File: src/rtl/instr_trace_buffer_if.sv
// Avalon-MM register port of the trace buffer; host is master, buffer is slave.
// Read data is registered one cycle after the address; the slave never stalls.
interface instr_trace_buffer_if;
  logic [1:0]  avl_address;
  logic        avl_read;
  logic        avl_write;
  logic [15:0] avl_writedata;
  logic [15:0] avl_readdata;

  modport master (
    output avl_address, avl_read, avl_write, avl_writedata,
    input  avl_readdata
  );

  modport slave (
    input  avl_address, avl_read, avl_write, avl_writedata,
    output avl_readdata
  );
endinterface

File: src/rtl/instr_trace_buffer.sv
// Circular trace RAM of retired (pc, instr) pairs with arm/stop/clear control, read via Avalon-MM.
// Read latency 1 clk; no stall - captures are dropped when stopped/full, pops on empty are ignored.
// Optional PC-match trigger: define TRACE_TRIGGER_EN.
module instr_trace_buffer #(
  parameter int DEPTH_LOG2   = 6,
  parameter bit STOP_ON_FULL = 1'b1
) (
  input  logic                  clk,
  input  logic                  reset,
  instr_trace_buffer_if.slave   avl,
  input  logic [15:0]           current_instr,
  input  logic [9:0]            current_pc,
  input  logic                  instr_valid
);

  localparam int DEPTH = 1 << DEPTH_LOG2;

  typedef enum logic [1:0] {
    IDLE    = 2'd0,
    ARMED   = 2'd1,
    CAPTURE = 2'd2,
    DONE    = 2'd3
  } state_t;

  state_t                state, state_nxt;
  logic [DEPTH_LOG2-1:0] wr_ptr, rd_ptr;
  logic [10:0]           count;
  logic                  overflow;
  logic [9:0]            trig_pc;
  logic [25:0]           mem [DEPTH];

  logic ctrl_wr, do_clear, do_stop, do_arm;
  logic empty, full, trig_hit, capture_en, wr_en, pop, drop_oldest, fill_stop;
  logic [25:0] head;

  assign ctrl_wr  = avl.avl_write && (avl.avl_address == 2'd0);
  assign do_clear = ctrl_wr && avl.avl_writedata[2];
  assign do_stop  = ctrl_wr && !avl.avl_writedata[2] && avl.avl_writedata[1];
  assign do_arm   = ctrl_wr && (avl.avl_writedata[2:1] == 2'b00) && avl.avl_writedata[0];

  assign empty = (count == 11'd0);
  assign full  = (count == 11'(DEPTH));
  assign head  = mem[rd_ptr];

`ifdef TRACE_TRIGGER_EN
  assign trig_hit = instr_valid && (current_pc == trig_pc);
`else
  assign trig_hit = 1'b0;
`endif

  // The matching instruction in ARMED is itself part of the trace.
  assign capture_en  = instr_valid && ((state == CAPTURE) || ((state == ARMED) && trig_hit));
  assign pop         = avl.avl_read && (avl.avl_address == 2'd2) && !empty && !do_clear;
  assign wr_en       = capture_en && !do_clear && (!STOP_ON_FULL || !full);
  assign drop_oldest = wr_en && full && !pop;
  assign fill_stop   = STOP_ON_FULL && !pop &&
                       (full || (wr_en && (count == 11'(DEPTH - 1))));

  always_comb begin
    state_nxt = state;
    if (do_clear) begin
      state_nxt = IDLE;
    end else if (do_stop && ((state == ARMED) || (state == CAPTURE))) begin
      state_nxt = DONE;
    end else if (do_arm && ((state == IDLE) || (state == DONE))) begin
`ifdef TRACE_TRIGGER_EN
      state_nxt = ARMED;
`else
      state_nxt = CAPTURE;
`endif
    end else if ((state == CAPTURE) || ((state == ARMED) && trig_hit)) begin
      state_nxt = fill_stop ? DONE : CAPTURE;
    end
  end

  always_ff @(posedge clk) begin
    if (reset) begin
      state    <= IDLE;
      wr_ptr   <= '0;
      rd_ptr   <= '0;
      count    <= '0;
      overflow <= 1'b0;
    end else begin
      state <= state_nxt;
      if (do_clear) begin
        wr_ptr   <= '0;
        rd_ptr   <= '0;
        count    <= '0;
        overflow <= 1'b0;
      end else begin
        if (wr_en)
          wr_ptr <= wr_ptr + 1'b1;
        if (pop || drop_oldest)
          rd_ptr <= rd_ptr + 1'b1;
        if (drop_oldest)
          overflow <= 1'b1;
        if (wr_en && !pop && !full)
          count <= count + 11'd1;
        else if (pop && !wr_en)
          count <= count - 11'd1;
      end
    end
  end

  // Trace RAM is deliberately never scrubbed; clear only resets the pointers.
  always_ff @(posedge clk) begin
    if (wr_en)
      mem[wr_ptr] <= {current_pc, current_instr};
  end

`ifdef TRACE_TRIGGER_EN
  always_ff @(posedge clk) begin
    if (reset)
      trig_pc <= '0;
    else if (avl.avl_write && (avl.avl_address == 2'd3))
      trig_pc <= avl.avl_writedata[9:0];
  end
`else
  assign trig_pc = '0;
`endif

  always_ff @(posedge clk) begin
    if (reset) begin
      avl.avl_readdata <= '0;
    end else begin
      case (avl.avl_address)
        2'd0:    avl.avl_readdata <= {state, overflow, 2'b00, count};
        2'd1:    avl.avl_readdata <= empty ? 16'd0 : head[15:0];
        2'd2:    avl.avl_readdata <= empty ? 16'd0 : {6'd0, head[25:16]};
`ifdef TRACE_TRIGGER_EN
        default: avl.avl_readdata <= {6'd0, trig_pc};
`else
        default: avl.avl_readdata <= 16'd0;
`endif
      endcase
    end
  end

endmodule

File: src/flat_wrapper.sv
// flat-port wrapper written by rule: the top's interface ports become plain ports
module instr_trace_buffer_flat 
#(
  parameter int DEPTH_LOG2   = 6,
  parameter bit STOP_ON_FULL = 1'b1
)
  (clk, reset, current_instr, current_pc, instr_valid, avl_avl_address, avl_avl_read, avl_avl_write, avl_avl_writedata, avl_avl_readdata);
  instr_trace_buffer_if avl_i ();
  input  logic clk;
  input  logic reset;
  input  logic [15:0] current_instr;
  input  logic [9:0] current_pc;
  input  logic instr_valid;
  input wire logic [$bits(avl_i.avl_address)-1:0] avl_avl_address;
  input wire logic [$bits(avl_i.avl_read)-1:0] avl_avl_read;
  input wire logic [$bits(avl_i.avl_write)-1:0] avl_avl_write;
  input wire logic [$bits(avl_i.avl_writedata)-1:0] avl_avl_writedata;
  output wire logic [$bits(avl_i.avl_readdata)-1:0] avl_avl_readdata;
  assign avl_i.avl_address = avl_avl_address;
  assign avl_i.avl_read = avl_avl_read;
  assign avl_i.avl_write = avl_avl_write;
  assign avl_i.avl_writedata = avl_avl_writedata;
  assign avl_avl_readdata = avl_i.avl_readdata;
  instr_trace_buffer #(.DEPTH_LOG2(DEPTH_LOG2), .STOP_ON_FULL(STOP_ON_FULL)) u_core (.clk(clk), .reset(reset), .avl(avl_i), .current_instr(current_instr), .current_pc(current_pc), .instr_valid(instr_valid));
endmodule
File: config.mk
export PLATFORM = sky130hd
export DESIGN_NAME = instr_trace_buffer_flat
export DESIGN_NICKNAME = d
export VERILOG_FILES = /design/src/rtl/instr_trace_buffer_if.sv /design/src/rtl/instr_trace_buffer.sv /design/src/flat_wrapper.sv
export SDC_FILE = /design/constraint.sdc
export NUM_CORES = 2
export LEC_CHECK = 0
export CORE_UTILIZATION = 40
export DETAILED_ROUTE_END_ITERATION = 10
export PLACE_DENSITY_LB_ADDON = 0.08
export SYNTH_ARGS = -nofsm -noshare
export SYNTH_HDL_FRONTEND = slang
export SYNTH_SLANG_ARGS = --single-unit
File: constraint.sdc
create_clock -name clk -period 7.66 [get_ports clk]
set_clock_uncertainty 0.05 [all_clocks]
set_input_delay 0.766 -clock clk [delete_from_list [all_inputs] [get_ports clk]]
set_output_delay 0.766 -clock clk [all_outputs]
set_load 0.03 [all_outputs]
* Yosys cells after proc, flatten, opt, wreduce, memory -nomap -nowiden *
Memory sizes are Yosys's and may differ from the RTL's. A register that Yosys moved wholly into a read port is not among the register bits.
Index checks and enable logic that the tools add are counted.

operators by class
  reduce and logical (&&, ||, !) cells = 38
  $add $sub $neg = 4
  eq/ne operators = 7
  multiplexer cells = 13

operator list
  operator                                             number
  case mux 16 bit (3 select lines)                     1
  2-to-1 mux 11 bit                                    2
  logical AND 1 bit                                    21
  2-to-1 mux 16 bit                                    1
  adder 6 x 1 -> 6 bit (second input constant)         2
  2-to-1 mux 6 bit                                     2
  adder 11 x 1 -> 11 bit (second input constant)       1
  == test 11 x 6 -> 1 bit (second input constant)      1
  == test 11 x 7 -> 1 bit (second input constant)      1
  logical NOT 11 bit                                   1
  subtractor 11 x 1 -> 11 bit (second input constant)  1
  2-to-1 mux 10 bit                                    1
  == test 2 bit (second input constant)                3
  logical NOT 1 bit                                    6
  logical NOT 2 bit                                    3
  2-to-1 mux 2 bit                                     3
  == test 2 x 1 -> 1 bit (second input constant)       2
  logical OR 1 bit                                     4
  2-to-1 mux 1 bit                                     3
  nonzero test 3 bit                                   1
  nonzero test 2 bit                                   1
  OR reduction 2 bit                                   1

word-level totals
  RAM bits = 1,664
  memories = 1
  bits of input ports = 49
  bits in registers = 42
  logic and storage cells = 69
  output and inout bits = 16

memories
  memory      words  bits a word  rd ports  clocked after Yosys merged registers in  wr ports  RTL line                  RTL
  u_core.mem  64     26           1         1                                        1         instr_trace_buffer.sv:30  logic [25:0] mem [DEPTH];

* Logic depth before layout (Yosys ltp) *
  depth in word-level cells = 13
  depth in mapped cells = 15

* Worst setup path after synthesis *
No wires, ideal clock.

  path kind = input to register
  start point = input avl_avl_address[1]
  end point = register u_core.count[9]
  data arrival time = 3.589 ns
  buffers on the path = 0
  cell stages on the path = 12
  setup slack = 3.951 ns
  required time = 7.540 ns
  path through = nor2_1 -> a31o_2 -> a31oi_2 -> nand2b_1 -> ha_1 -> a21o_1 -> a21oi_1 -> o21a_1 -> o21ai_0 -> or4_1 -> a31o_2 -> a21oi_1

on the way
  word-level cells in the longest chain between the ends = 9

ends and longest elaborated chain
  what                                                     RTL line                                            RTL
  start: declaration                                       flat_wrapper.sv:14                                  input wire logic [$bits(avl_i.avl_address)-1:0] avl_avl_address;
  logical NOT 2 bit                                        instr_trace_buffer.sv:36                            assign ctrl_wr = avl.avl_write && (avl.avl_address == 2'd0);
  logical AND 1 bit                                        instr_trace_buffer.sv:36
  logical AND 1 bit                                        instr_trace_buffer.sv:37                            assign do_clear = ctrl_wr && avl.avl_writedata[2];
  logical NOT 1 bit                                        instr_trace_buffer.sv:53, instr_trace_buffer.sv:54
  logical AND 1 bit (on tied branches)                     instr_trace_buffer.sv:54, instr_trace_buffer.sv:53
  logical AND 1 bit or logical NOT 1 bit (tied branches)   instr_trace_buffer.sv:54, instr_trace_buffer.sv:97
  logical AND 1 bit or logical NOT 1 bit (tied branches)   instr_trace_buffer.sv:97, instr_trace_buffer.sv:99
  logical AND 1 bit (on tied branches)                     instr_trace_buffer.sv:97, instr_trace_buffer.sv:99
  2-to-1 mux 11 bit or nonzero test 2 bit (tied branches)  --
  end signal: assignment                                   instr_trace_buffer.sv:98                            count <= count + 11'd1;
  end signal: assignment                                   instr_trace_buffer.sv:100                           count <= count - 11'd1;
  end: declaration                                         instr_trace_buffer.sv:27                            logic [10:0] count;

Parallel ways exist; a longest one is shown, timed or not.
A chain may end at the register's enable or synchronous reset.

* Worst setup path after layout *
  start point = register u_core.count[7]
  end point = register u_core.count[9]

on the way
  word-level cells in the longest chain between the ends = 8

ends and longest elaborated chain
  what
  branches (longest 8 deep; another with subtractor 11 x 1 -> 11 bit)

Parallel ways; which one is timed is not known. The select of a mux whose other input is x is not followed.

==> results_dict.tcl <==
set metrics [dict create \
    outcome "complete, no violations" \
    power.internal_mw 15.77 \
    rsz0062_at_grt "false" \
    area_growth_pct 13.58 \
    gp_congestion 0.8489 \
    yosys-top-cells-count "edfxtp_1 (1664), mux4_2 (348), mux2i_1 (243)" \
    port_buffers 51 \
    clk_latency_ns 0.79 \
    cts_hold_buf 0 \
    netlist_instances 3114 \
    async_flop_share_pct 0 \
    synth.avg_cell_area_sq_um 21.28 \
    die-area_sq_mm 0.1673 \
    cp.arrival_ns 5.13 \
    root_buffer "clkbuf_16" \
    period_minus_slack_ns 4.481 \
    yosysTopAreaCell "edfxtp_1" \
    synth-edff-count 1664 \
    ys_seq_area_share_pct 76.87 \
    p_switching_mw 4.622 \
    netlist_area_sq_mm 0.06626 \
    p_leak_nw 22.20 \
    grt_pass1_wl_um 247400 \
    htreeDepth 4 \
    clk_pin_slew_ns 0.06 \
    reg2reg_depth 12 \
    worstHoldPathCells 2 \
    nets 3327 \
    overflow 0 \
    post-cts-setup-buffers 0 \
    synth_top_area_share_pct 75.42 \
    antenna_left 0 \
    worst_ep_required_time_ns 8.31 \
    start_kind "register" \
    swShare_pct 22.67 \
    wl_um 175900 \
    vdd_drop_max_uv 221.9 \
    combinationalPowerShare_pct 8.2 \
    slew_viol_final 0 \
    dpl.hpwl_um 94550 \
    cts_sinks 1712 \
    clockPowerShare_pct 40.9 \
    min_path_type "reg -> reg" \
    crit_fanout 13 \
    synth_top_flop_cell "edfxtp_1" \
    power_density_mw_per_mm2 270.9 \
    drc 0 \
    drive_gt1_share_pct 23.72 \
    dr_total_vias 31450 \
    hold_viol_final 0 \
    drtIter0Drc 2713 \
    min_period_over_period_pct 58.49 \
    place_ws_ns 2.595 \
    cts_resized 0 \
    setup_tns_ns 0 \
    seq_power_share_pct 50.9 \
    place_inst 5255 \
    vias_per_cell 5.631 \
    ys_top_cells_by_area "edfxtp_1 (75%), mux4_2 (12%), mux2i_1 (3.7%), dfxtp_1 (1.5%), a22oi_1 (0.96%)" \
    ys_ff_latch 1712 \
    synth.most_common_cell "edfxtp_1" \
    finalCoreUtilization_pct 46.02 \
    fp.dieH_um 409.0 \
    grt_pass1_vias 32830 \
    pin_count 65 \
    slew_headroom_pct 8.256 \
    max_freq_mhz 223.2 \
    die_w_um 409.0 \
    drv_cap 0 \
    cts_tree "done" \
    finalSetupViolations 0 \
    cts_buffers 181 \
    worst_pin_slew_ns 1.364 \
    yosysUniqueCellTypes 59 \
    synth_warnings 0 \
    synthesis.nets 3178 \
    cts_max_path_buffers 3 \
    wire_per_inst_um 31.49 \
    start_util_pct 40.52 \
    rows 148 \
    antenna_found_initial 7 \
    first_pass_iters 5 \
    core_sq_mm 0.1635 \
    grtUsageTotal_pct 21.04 \
    endpoint_kind "register" \
    final_cell_count_no_fill 5586 \
    grt_max_degree 97 \
    critPathKind "reg -> reg" \
    layout_setup_ws_ns 3.179 \
]
==> cell usage in the layout (no fill, tap or decap), types with 12 or more instances in the layout <==
| master | count |
|---|---|
| nor2_4 | 65 |
| clkinv_2 | 30 |
| nor2b_1 | 31 |
| clkinv_1 | 42 |
| nand2b_1 | 13 |
| mux2i_1 | 243 |
| mux2_2 | 12 |
| a211oi_1 | 27 |
| mux4_2 | 348 |
| ha_1 | 14 |
| o22ai_1 | 29 |
| a22o_1 | 21 |
| dfxtp_1 | 43 |
| buf_4 | 78 |
| nor2_1 | 40 |
| a21oi_1 | 67 |
| nor3_1 | 18 |
| nor4_1 | 12 |
| nand2_1 | 54 |
| clkbuf_1 | 46 |
| a22oi_1 | 85 |
| edfxtp_1 | 1664 |
| clkdlybuf4s50_1 | 25 |
| a221oi_1 | 20 |
| clkbuf_16 | 185 |
| buf_2 | 26 |
==> power by group through the flow <==
| stage | sequential, mW | combinational, mW | clock, mW |
|---|---|---|---|
| after floorplan | 10.6 | 1.08 | 0 |
| after global placement | 10.6 | 1.67 | 0 |
| after detailed placement | 10.6 | 1.69 | 0 |
| after CTS | 10.4 | 1.70 | 8.51 |
| after global routing | 10.4 | 1.79 | 8.85 |
| final | 10.4 | 1.67 | 8.34 |
==> through the flow <==
stage / cell area, sq um / power, mW / hold slack, ns
2_1_floorplan: 66260 / 11.64 / 0.3589
3_3_place_gp: 69660 / 12.25 / 0.3651
3_5_place_dp: 69660 / 12.27 / 0.3714
4_1_cts: 75250 / 20.59 / 0.3802
5_1_grt: 75250 / 21.02 / 0.4000
6_report: 75260 / 20.39 / 0.3804
==> final timing paths <==
| check | to | slack, ns | startpoint |
|---|---|---|---|
| worst max-delay path | u_core.count[9] | 3.18 | u_core.count[7] |
| worst max register to register | u_core.count[9] | 3.18 | u_core.count[7] |
| worst min-delay path | u_core.overflow | 0.38 | u_core.overflow |
| worst min register to register | u_core.overflow | 0.38 | u_core.overflow |
==> per-layer routing <==
metal | up-vias | GRT usage (%) | routed length (um)
met5 | - | 0 | 27
met4 | 4 | 5.676 | 4043
met3 | 205 | 3.610 | 8192
met2 | 742 | 34.97 | 87390
met1 | 17130 | 28.60 | 76240
li1 | 13370 | - | -
==> worst max-delay path, cell delays in order (launching register included) <==
cell	delay (ns)
dfxtp_1	0.35
nor4_2	0.77
nand4bb_4	0.21
and3_1	0.37
nand2b_1	0.48
ha_1	0.44
a21o_1	0.18
a21oi_1	0.23
o21a_1	0.21
o21ai_0	0.21
or4_1	0.47
a31o_2	0.25
a21oi_1	0.16
==> registers in the layout, summed over array words and instances (netlist names), named ones only <==
| signal | flops |
|---|---|
| u_core.mem | 1664 |
| u_core.avl.avl_readdata | 16 |
| u_core.count | 11 |
| u_core.rd_ptr | 6 |
| u_core.wr_ptr | 6 |
| u_core.state | 2 |
| u_core.overflow | 1 |
==> layout make-up <==
type / instances / area, sq um
sequential: 1712 / 50950
inverter: 8 / 30.03
tap: 2175 / 2721
clock buffer: 237 / 4885
fill: 13660 / 88260
antenna: 1 / 2.502
timing repair buffer: 138 / 1146
clock inverter: 93 / 710.7
multi-input combinational: 1222 / 14820
==> logic make-up (layout without fill, tap and decap cells) <==
logic type | count (synthesis) | count (layout) | synth area share (%)
DFF | 1712 | 1712 | 76.87
muxes | 603 | 603 | 15.70
AOI/OAI and AO/OA | 303 | 303 | 3.225
and+or+nand+nor | 284 | 284 | 2.130
buffers and inverters | 180 | 476 | 1.543
xor gates and xnor gates | 17 | 17 | 0.2361
adders and majority gates | 15 | 15 | 0.2946
other | 0 | 1 | 0
(Power assumes the default switching activity.)
